[src/rtl/sipo_pkg.sv]
// -----------------------------------------------------------------------------
// sipo_pkg
// Shared definitions for the serial-to-parallel framer:
//   - state_e        : framer FSM states (PAR is used only when the
//                      SIPO_PARITY_EN macro is defined)
//   - DATA_W_DEFAULT : default payload width
//   - START_BIT      : line level that opens a frame
//   - STOP_BIT       : line level that closes a good frame
// -----------------------------------------------------------------------------
package sipo_pkg;

    typedef enum logic [1:0] {
        IDLE = 2'd0,
        DATA = 2'd1,
        PAR  = 2'd2,
        STOP = 2'd3
    } state_e;

    localparam int   DATA_W_DEFAULT = 8;
    localparam logic START_BIT      = 1'b1;
    localparam logic STOP_BIT       = 1'b0;

endpackage : sipo_pkg

[src/rtl/sipo_out_buf.sv]
// -----------------------------------------------------------------------------
// sipo_out_buf
// One-entry valid/ready holding register for assembled words, with a sticky
// overrun flag for words that arrive while the entry is still occupied.
//
// Ports:
//   clk        in   clock, rising edge
//   rst        in   asynchronous reset, active low
//   load_i     in   a good word is offered this edge
//   din_i      in   word offered with load_i
//   rdy_i      in   consumer takes dout_o on an edge where dvalid_o && rdy_i
//   dout_o     out  last accepted word (held after handoff)
//   dvalid_o   out  dout_o holds an unconsumed word
//   overrun_o  out  sticky: a word was dropped because the entry was full
// -----------------------------------------------------------------------------
module sipo_out_buf
    import sipo_pkg::*;
#(
    parameter int DATA_W = DATA_W_DEFAULT
) (
    input  logic              clk,
    input  logic              rst,
    input  logic              load_i,
    input  logic [DATA_W-1:0] din_i,
    input  logic              rdy_i,
    output logic [DATA_W-1:0] dout_o,
    output logic              dvalid_o,
    output logic              overrun_o
);

    logic [DATA_W-1:0] dout_q, dout_d;
    logic              dvalid_q, dvalid_d;
    logic              overrun_q, overrun_d;
    logic              drain;

    // rdy_i is only meaningful while a word is held.
    assign drain = dvalid_q && rdy_i;

    always_comb begin
        dout_d    = dout_q;
        dvalid_d  = dvalid_q;
        overrun_d = overrun_q;
        if (load_i && (!dvalid_q || drain)) begin
            // Empty, or emptying on this very edge: take the new word.
            dout_d   = din_i;
            dvalid_d = 1'b1;
        end else if (load_i) begin
            // Full and not draining: keep the old word, flag the loss.
            overrun_d = 1'b1;
        end else if (drain) begin
            dvalid_d = 1'b0;
        end
    end

    always_ff @(posedge clk or negedge rst) begin
        if (!rst) begin
            dout_q    <= '0;
            dvalid_q  <= 1'b0;
            overrun_q <= 1'b0;
        end else begin
            dout_q    <= dout_d;
            dvalid_q  <= dvalid_d;
            overrun_q <= overrun_d;
        end
    end

    assign dout_o    = dout_q;
    assign dvalid_o  = dvalid_q;
    assign overrun_o = overrun_q;

endmodule : sipo_out_buf

[src/rtl/sipo_framer.sv]
// -----------------------------------------------------------------------------
// sipo_framer
// Serial-to-parallel framer. Finds frames on a synchronous single-bit stream
// (start 1, DATA_W data bits LSB first, optional even parity, stop 0),
// assembles the payload and hands it out through a one-entry valid/ready
// buffer.
//
// Optional feature: define SIPO_PARITY_EN to add the PAR state and check an
// even-parity bit (expected value ^data) before the stop bit.
//
// Ports:
//   clk        in   clock, rising edge
//   rst        in   asynchronous reset, active low
//   sin        in   serial input, idle level 0
//   dout       out  last accepted word, bit 0 = first data bit received
//   dvalid     out  dout holds an unconsumed word
//   dready     in   consumer accepts dout on an edge where dvalid && dready
//   busy       out  FSM is outside IDLE
//   frame_err  out  one-cycle pulse, the cycle after a frame is discarded
//   overrun    out  sticky; a good frame was dropped because dout was full
// -----------------------------------------------------------------------------
module sipo_framer
    import sipo_pkg::*;
#(
    parameter int DATA_W = DATA_W_DEFAULT
) (
    input  logic              clk,
    input  logic              rst,
    input  logic              sin,
    output logic [DATA_W-1:0] dout,
    output logic              dvalid,
    input  logic              dready,
    output logic              busy,
    output logic              frame_err,
    output logic              overrun
);

    localparam int CNT_W = $clog2(DATA_W + 1);
    localparam logic [CNT_W-1:0] LAST_BIT = CNT_W'(DATA_W - 1);

    state_e            state_q, state_d;
    logic [CNT_W-1:0]  cnt_q, cnt_d;
    logic [DATA_W-1:0] shift_q, shift_d;
    logic              frame_err_q;
    logic              frame_good;
    logic              frame_bad;
    logic              par_ok;
`ifdef SIPO_PARITY_EN
    logic              par_q, par_d;
`endif

    always_comb begin
        state_d    = state_q;
        cnt_d      = cnt_q;
        shift_d    = shift_q;
        frame_good = 1'b0;
        frame_bad  = 1'b0;
`ifdef SIPO_PARITY_EN
        par_d      = par_q;
        par_ok     = (par_q == ^shift_q);
`else
        par_ok     = 1'b1;
`endif
        case (state_q)
            IDLE: begin
                if (sin == START_BIT) begin
                    state_d = DATA;
                    cnt_d   = '0;
                end
            end
            DATA: begin
                // Right shift, new bit enters at the MSB: after DATA_W bits
                // the first one received sits at bit 0.
                shift_d = {sin, shift_q[DATA_W-1:1]};
                cnt_d   = cnt_q + CNT_W'(1);
                if (cnt_q == LAST_BIT) begin
`ifdef SIPO_PARITY_EN
                    state_d = PAR;
`else
                    state_d = STOP;
`endif
                end
            end
`ifdef SIPO_PARITY_EN
            PAR: begin
                par_d   = sin;
                state_d = STOP;
            end
`endif
            STOP: begin
                if ((sin == STOP_BIT) && par_ok) begin
                    frame_good = 1'b1;
                end else begin
                    frame_bad = 1'b1;
                end
                state_d = IDLE;
            end
            default: begin
                state_d = IDLE;
            end
        endcase
    end

    always_ff @(posedge clk or negedge rst) begin
        if (!rst) begin
            state_q     <= IDLE;
            cnt_q       <= '0;
            shift_q     <= '0;
            frame_err_q <= 1'b0;
`ifdef SIPO_PARITY_EN
            par_q       <= 1'b0;
`endif
        end else begin
            state_q     <= state_d;
            cnt_q       <= cnt_d;
            shift_q     <= shift_d;
            frame_err_q <= frame_bad;
`ifdef SIPO_PARITY_EN
            par_q       <= par_d;
`endif
        end
    end

    // The word is offered to the buffer on the stop-bit edge itself, so dout
    // and dvalid change on that edge.
    sipo_out_buf #(
        .DATA_W (DATA_W)
    ) u_out_buf (
        .clk       (clk),
        .rst       (rst),
        .load_i    (frame_good),
        .din_i     (shift_q),
        .rdy_i     (dready),
        .dout_o    (dout),
        .dvalid_o  (dvalid),
        .overrun_o (overrun)
    );

    assign busy      = (state_q != IDLE);
    assign frame_err = frame_err_q;

endmodule : sipo_framer

[config.mk]
export PLATFORM = sky130hd
export DESIGN_NAME = sipo_framer
export DESIGN_NICKNAME = d
export VERILOG_FILES = /design/src/rtl/sipo_pkg.sv /design/src/rtl/sipo_out_buf.sv /design/src/rtl/sipo_framer.sv
export SDC_FILE = /design/constraint.sdc
export NUM_CORES = 1
export LEC_CHECK = 0
export CAP_MARGIN = 20
export CORE_AREA = 3 3 48 50
export CTS_CLUSTER_SIZE = 24
export DETAILED_ROUTE_END_ITERATION = 8
export DIE_AREA = 0 0 51 53
export MAX_ROUTING_LAYER = met4
export PLACE_DENSITY = 0.77
export SYNTH_ARGS = -nofsm -noshare
export SYNTH_HDL_FRONTEND = slang
export SYNTH_HIERARCHICAL = 1
export SYNTH_SLANG_ARGS = --single-unit
[constraint.sdc]
create_clock -name clk -period 2.3 [get_ports clk]
set_clock_uncertainty 0.1 [all_clocks]
set_input_delay 0.345 -clock clk [delete_from_list [all_inputs] [get_ports clk]]
set_output_delay 0.345 -clock clk [all_outputs]
set_load 0.01 [all_outputs]
# Word level (Yosys, flattened, before mapping)

Cells that the tools add are included.

Register bits after elaboration: 25
Bits of input ports: 4
Output and inout port bits: 12

Add/subtract/negate cells: 1
Eq/ne operators: 6
Multiplexer cells: 12
Bitwise gates (word level): 1
Reduce and logical (&&, ||, !) cells: 12

Operators with widths:

| operator            | number |
|---|---|
| $pmux 4 s2          | 1 |
| $reduce_and 2->1    | 4 |
| $mux 1              | 7 |
| $ne 2x2->1 const B  | 3 |
| $reduce_bool 2->1   | 3 |
| $add 4x1->4 const B | 1 |
| $eq 4x3->1 const B  | 1 |
| $mux 2              | 2 |
| $mux 4              | 1 |
| $pmux 2 s2          | 1 |
| $eq 2x1->1 const B  | 1 |
| $eq 2x2->1 const B  | 1 |
| $logic_and 1x1->1   | 2 |
| $logic_not 2->1     | 1 |
| $logic_not 1->1     | 1 |
| $logic_or 1x1->1    | 1 |
| $not 1->1           | 1 |

# Depth between registers and ports, before layout

Gate-level depths: netlist (run 1).

Word-level depth: 5
Gate-level depth with buffers: 4

# By module

Netlist (run 1), hierarchy kept.

By module, submodules not included:

| module       | times used | cells each | area each (um^2) |
|---|---|---|---|
| sipo_framer  | 1          | 64         | 618.1 |
| sipo_out_buf | 1          | 23         | 410.4 |

# Worst setup path before layout (run 1)

OpenSTA, ideal clock, no wires.

Path type: register to register
From: register state_q[0]
To: register u_out_buf.dout_q[0] (netlist: u_out_buf/dout_o[0])
Library setup time: 0.125 ns
Arrival time: 1.064 ns
Slack: 1.011 ns
Cell stages (with the launch flop): 5
Period minus slack after synthesis: 1.289 ns
Path through: dfrtp_1 -> nand2_1 -> nor2_1 -> nand2_4 -> mux2_4

Longest elaborated chain between the ends: 3

RTL lines:

| element                  | RTL line           | source |
|---|---|---|
| start: declaration       | sipo_framer.sv:41  | `state_e state_q, state_d;` |
| start signal: assignment | sipo_framer.sv:114 | `state_q <= state_d;` |
| $eq 2x2->1               | sipo_framer.sv:64  | `case (state_q)` |
| $mux 1                   | sipo_framer.sv:64  |  |
| net frame_good           | sipo_framer.sv:45  | `logic frame_good;` |
| $logic_and 1x1->1        | sipo_out_buf.sv:43 | `if (load_i && (!dvalid_q \|\| drain)) begin` |
| end signal: assignment   | sipo_out_buf.sv:61 | `dout_q <= dout_d;` |
| end: declaration         | sipo_out_buf.sv:31 | `logic [DATA_W-1:0] dout_q, dout_d;` |

The timed path passes the listed nets, and every way through them passes these cells.
A chain may end at the register's enable or synchronous reset.

# Worst setup path in the final report (run 1)

From: register state_q[0]
To: output busy

Longest elaborated chain between the ends: 1

RTL lines:

| element           | RTL line           | source |
|---|---|---|
| $reduce_bool 2->1 | sipo_framer.sv:139 | `assign busy = (state_q != IDLE);` |
| end: declaration  | sipo_framer.sv:33  | `output logic busy,` |

Every way passes these cells.

==> results of run 1 <==
==> worst max-delay path, cell delays in order, from the launching register on <==
cell             delay, ns
dfrtp_1               0.44
or2_2                 0.30
clkdlybuf4s50_1       0.47
==> cells by family (layout without fill, tap and decap cells) <==
| family | count (synthesis) | after routing | synth area share, % |
|---|---|---|---|
| simple gates | 43 | 43 | 19.8 |
| flops | 25 | 25 | 60.8 |
| mux | 8 | 8 | 11.7 |
| compound gates | 6 | 6 | 3.89 |
| buf+inv | 4 | 22 | 2.55 |
| fa+ha+maj | 1 | 1 | 1.22 |
==> metal layers <==
metal  track usage [%]  vias to the layer above  part of all wire, %
met5                 -                        -                    0
met4              9.42                        0                  2.4
met3              2.82                        5                  4.6
met2              24.0                       15                   44
met1              18.6                      303                   48
li1                  -                      319                    -
==> metrics by stage <==
stage	instance area, µm²	util, %	total power, µW
2_1_floorplan	1030	-	1190
3_3_place_gp	1200	61.9	1390
3_5_place_dp	1200	61.9	1420
4_1_cts	1230	63.2	1610
5_1_grt	1230	63.2	1730
6_report	1230	63.2	1590
==> worst max path at each step <==
| stage | cells after the start | slack, ns | to |
|---|---|---|---|
| detailed placement | 4 | 0.52 | u_out_buf/dout_o[3] |
| global placement | 4 | 0.58 | u_out_buf/dout_o[0] |
| CTS | 2 | 0.31 | busy |
| global route | 2 | 0.25 | busy |
| finish | 2 | 0.33 | busy |
| floorplan | 4 | 1.01 | u_out_buf/dout_o[0] |
==> sequential cells by signal, indices dropped and copies added (netlist names) <==
signal / flops
state_q: 2
frame_err: 1
u_out_buf/dvalid_o: 1
u_out_buf/overrun_o: 1
u_out_buf/dout_o: 8
shift_q: 8
cnt_q: 4
==> cell type report <==
type                       count  area, µm²
multi-input combinational     58        377
timing repair buffer          16        158
inverter                       2       7.51
clock buffer                   4       26.3
fill                         167        714
sequential                    25        626
tap                           27       33.8
==> synth_stat cells (all sizes together) (2+ instances only) <==
cell type,number,area [µm²]
dfrtp,25,626
inv,2,7.51
mux2,8,120
nand2,31,124
nand2b,2,20.0
nand3,3,15.0
o21ai,3,15.0
o21bai,2,15.0
==> power by group <==
part	total (µW)	internal, µW	switching [µW]
registers	773	630	143
clock network	190	67.8	122
logic	632	357	275
total	1590	1050	540
==> impl_metrics.yaml, run 1 <==
synth:
  ys_types: 21
  synth_warnings: 6
  async_flop_share_pct: 100
  synth_cells: 87
  synth_edf_count: 0
  synthesis.area_um2: 1030
  synth_area_per_cell_um2: 11.8
  synth-seq-area-share_pct: 60.8
  synth_fp_nets: 92
  synth_seq_cells: 25
  ys_dominant_reg_cell: "dfrtp_1"
final_layout:
  mostFrequentLayoutCells: "nand2_1, dfrtp_1, clkdlybuf4s50_1"
  finalNonFillerCells: 132
  drive_above_1_share_pct: 17.1
  fin_nets: 111
  final_common_cell: "nand2_1"
  syn_to_final_growth_pct: 19.3
  diodes: 0
power_and_ir_drop:
  cellLeakagePower_uw: 0.000605
  powerDensity_nw_per_um2: 1300
  peakVddDrop_mv: 0.669
sta:
  period_needed_ns: 1.97
  finalHoldViolations: 0
  maxSlewViolCount: 0
  tns_ns: 0
  max_freq_mhz: 506
  setup_viol: 0
  tightest_slew_ns: 0.397
  worst_slack_ns: 0.325
  max-slew-margin-rel_pct: 73.5
  grt_setup_unrepaired: "no"
  post-route-period-util_pct: 85.9
  timing.hold.ws_ns: 0.265
hold_path:
  hp-class: "input pin to async pin"
die:
  row_count: 16
  die_width_um: 51
  coreArea_um2: 1940
  start_util_pct: 53.0
  dieArea_um2: 2700
  ios: 16
  die_h_um: 53
cts:
  clk_path_buf_depth: 2
  ctsHoldBuffers: 0
  path_clk_slew_ns: 0.13
  clock-sinks: 25
  post_cts_buffers: 0
  tritoncts: "yes"
  htreeDepth: 1
  ctsResizeCount: 0
  cts_made_buffers: 3
  insertion_delay_ns: 0.31
  cts-root-buf: "clkbuf_4"
place:
  place_hpwl_um: 1120
  place.gp.congestion: 0.730
  dp_worst_setup_slack_ns: 0.516
  placed_cells: 128
  numPortBuffers: 15
grt:
  first_global_vias: 628
  antenna_found_initial: 0
  overflow: 0
  grt_use_total_pct: 15.4
  grt_max_degree: 26
  grt_pass1_wl_um: 2850
routing:
  drtPass1Iterations: 4
  drtAntennaViolNets: 0
  viasPerCell: 4.86
  post_drt_wl_per_cell_um: 11.8
  post-route-drc-count: 0
  drt_wl_total_um: 1550
  vias: 642
  drt-initial-drc-count: 17
worst_setup_path:
  ff2ff_setup_slack_ns: 0.89
  r2r-end: "u_out_buf/dout_o[3]"
  path_max_fanout: 7
  worstSetupEndpointType: "primary output"
  r2r_cells: 4
  r2r_start: "state_q[1]"
  crit_type: "flop to primary output"
  required_ns: 1.86
  critPathLaunchType: "flop"
  crit_start: "state_q[0]"
  arrival_ns: 1.53
run:
  drv_cap: 0
status:
  status: "completed"
No activity file was read; power rests on OpenSTA's default activity.
==> run 2: changes to the inputs <==
--- a/config.mk
+++ b/config.mk
@@ -5,8 +5,8 @@
 export SDC_FILE = /design/constraint.sdc
 export NUM_CORES = 1
 export LEC_CHECK = 0
-export CAP_MARGIN = 20
 export CORE_AREA = 3 3 48 50
+export CTS_CLUSTER_DIAMETER = 80
 export CTS_CLUSTER_SIZE = 24
 export DETAILED_ROUTE_END_ITERATION = 8
 export DIE_AREA = 0 0 51 53
==> constraint.sdc (replaced) <==
create_clock -name clk -period 2.3 [get_ports clk]
set_clock_uncertainty 0.1 [all_clocks]
set_input_delay 0.575 -clock clk [delete_from_list [all_inputs] [get_ports clk]]
set_output_delay 0.575 -clock clk [all_outputs]
set_load 0.01 [all_outputs]
==> results of run 2 <==
Same layout as run 1 (identical final DEF). Status: completed.
Main changes from that run: setup slack after placement 0.516 ns -> 0.286 ns; setup slack after layout 0.325 ns -> 0.0951 ns; hold slack 0.265 ns -> 0.398 ns
==> run 3: changes to the inputs <==
--- a/config.mk
+++ b/config.mk
@@ -12,6 +12,7 @@
 export DIE_AREA = 0 0 51 53
 export MAX_ROUTING_LAYER = met4
 export PLACE_DENSITY = 0.77
+export SLEW_MARGIN = 20
 export SYNTH_ARGS = -nofsm -noshare
 export SYNTH_HDL_FRONTEND = slang
 export SYNTH_HIERARCHICAL = 1
==> results of run 3 <==
Same layout as run 1 (identical final DEF). Status: completed.
Main changes from that run: setup slack after placement 0.516 ns -> 0.286 ns; setup slack after layout 0.325 ns -> 0.0951 ns; hold slack 0.265 ns -> 0.398 ns
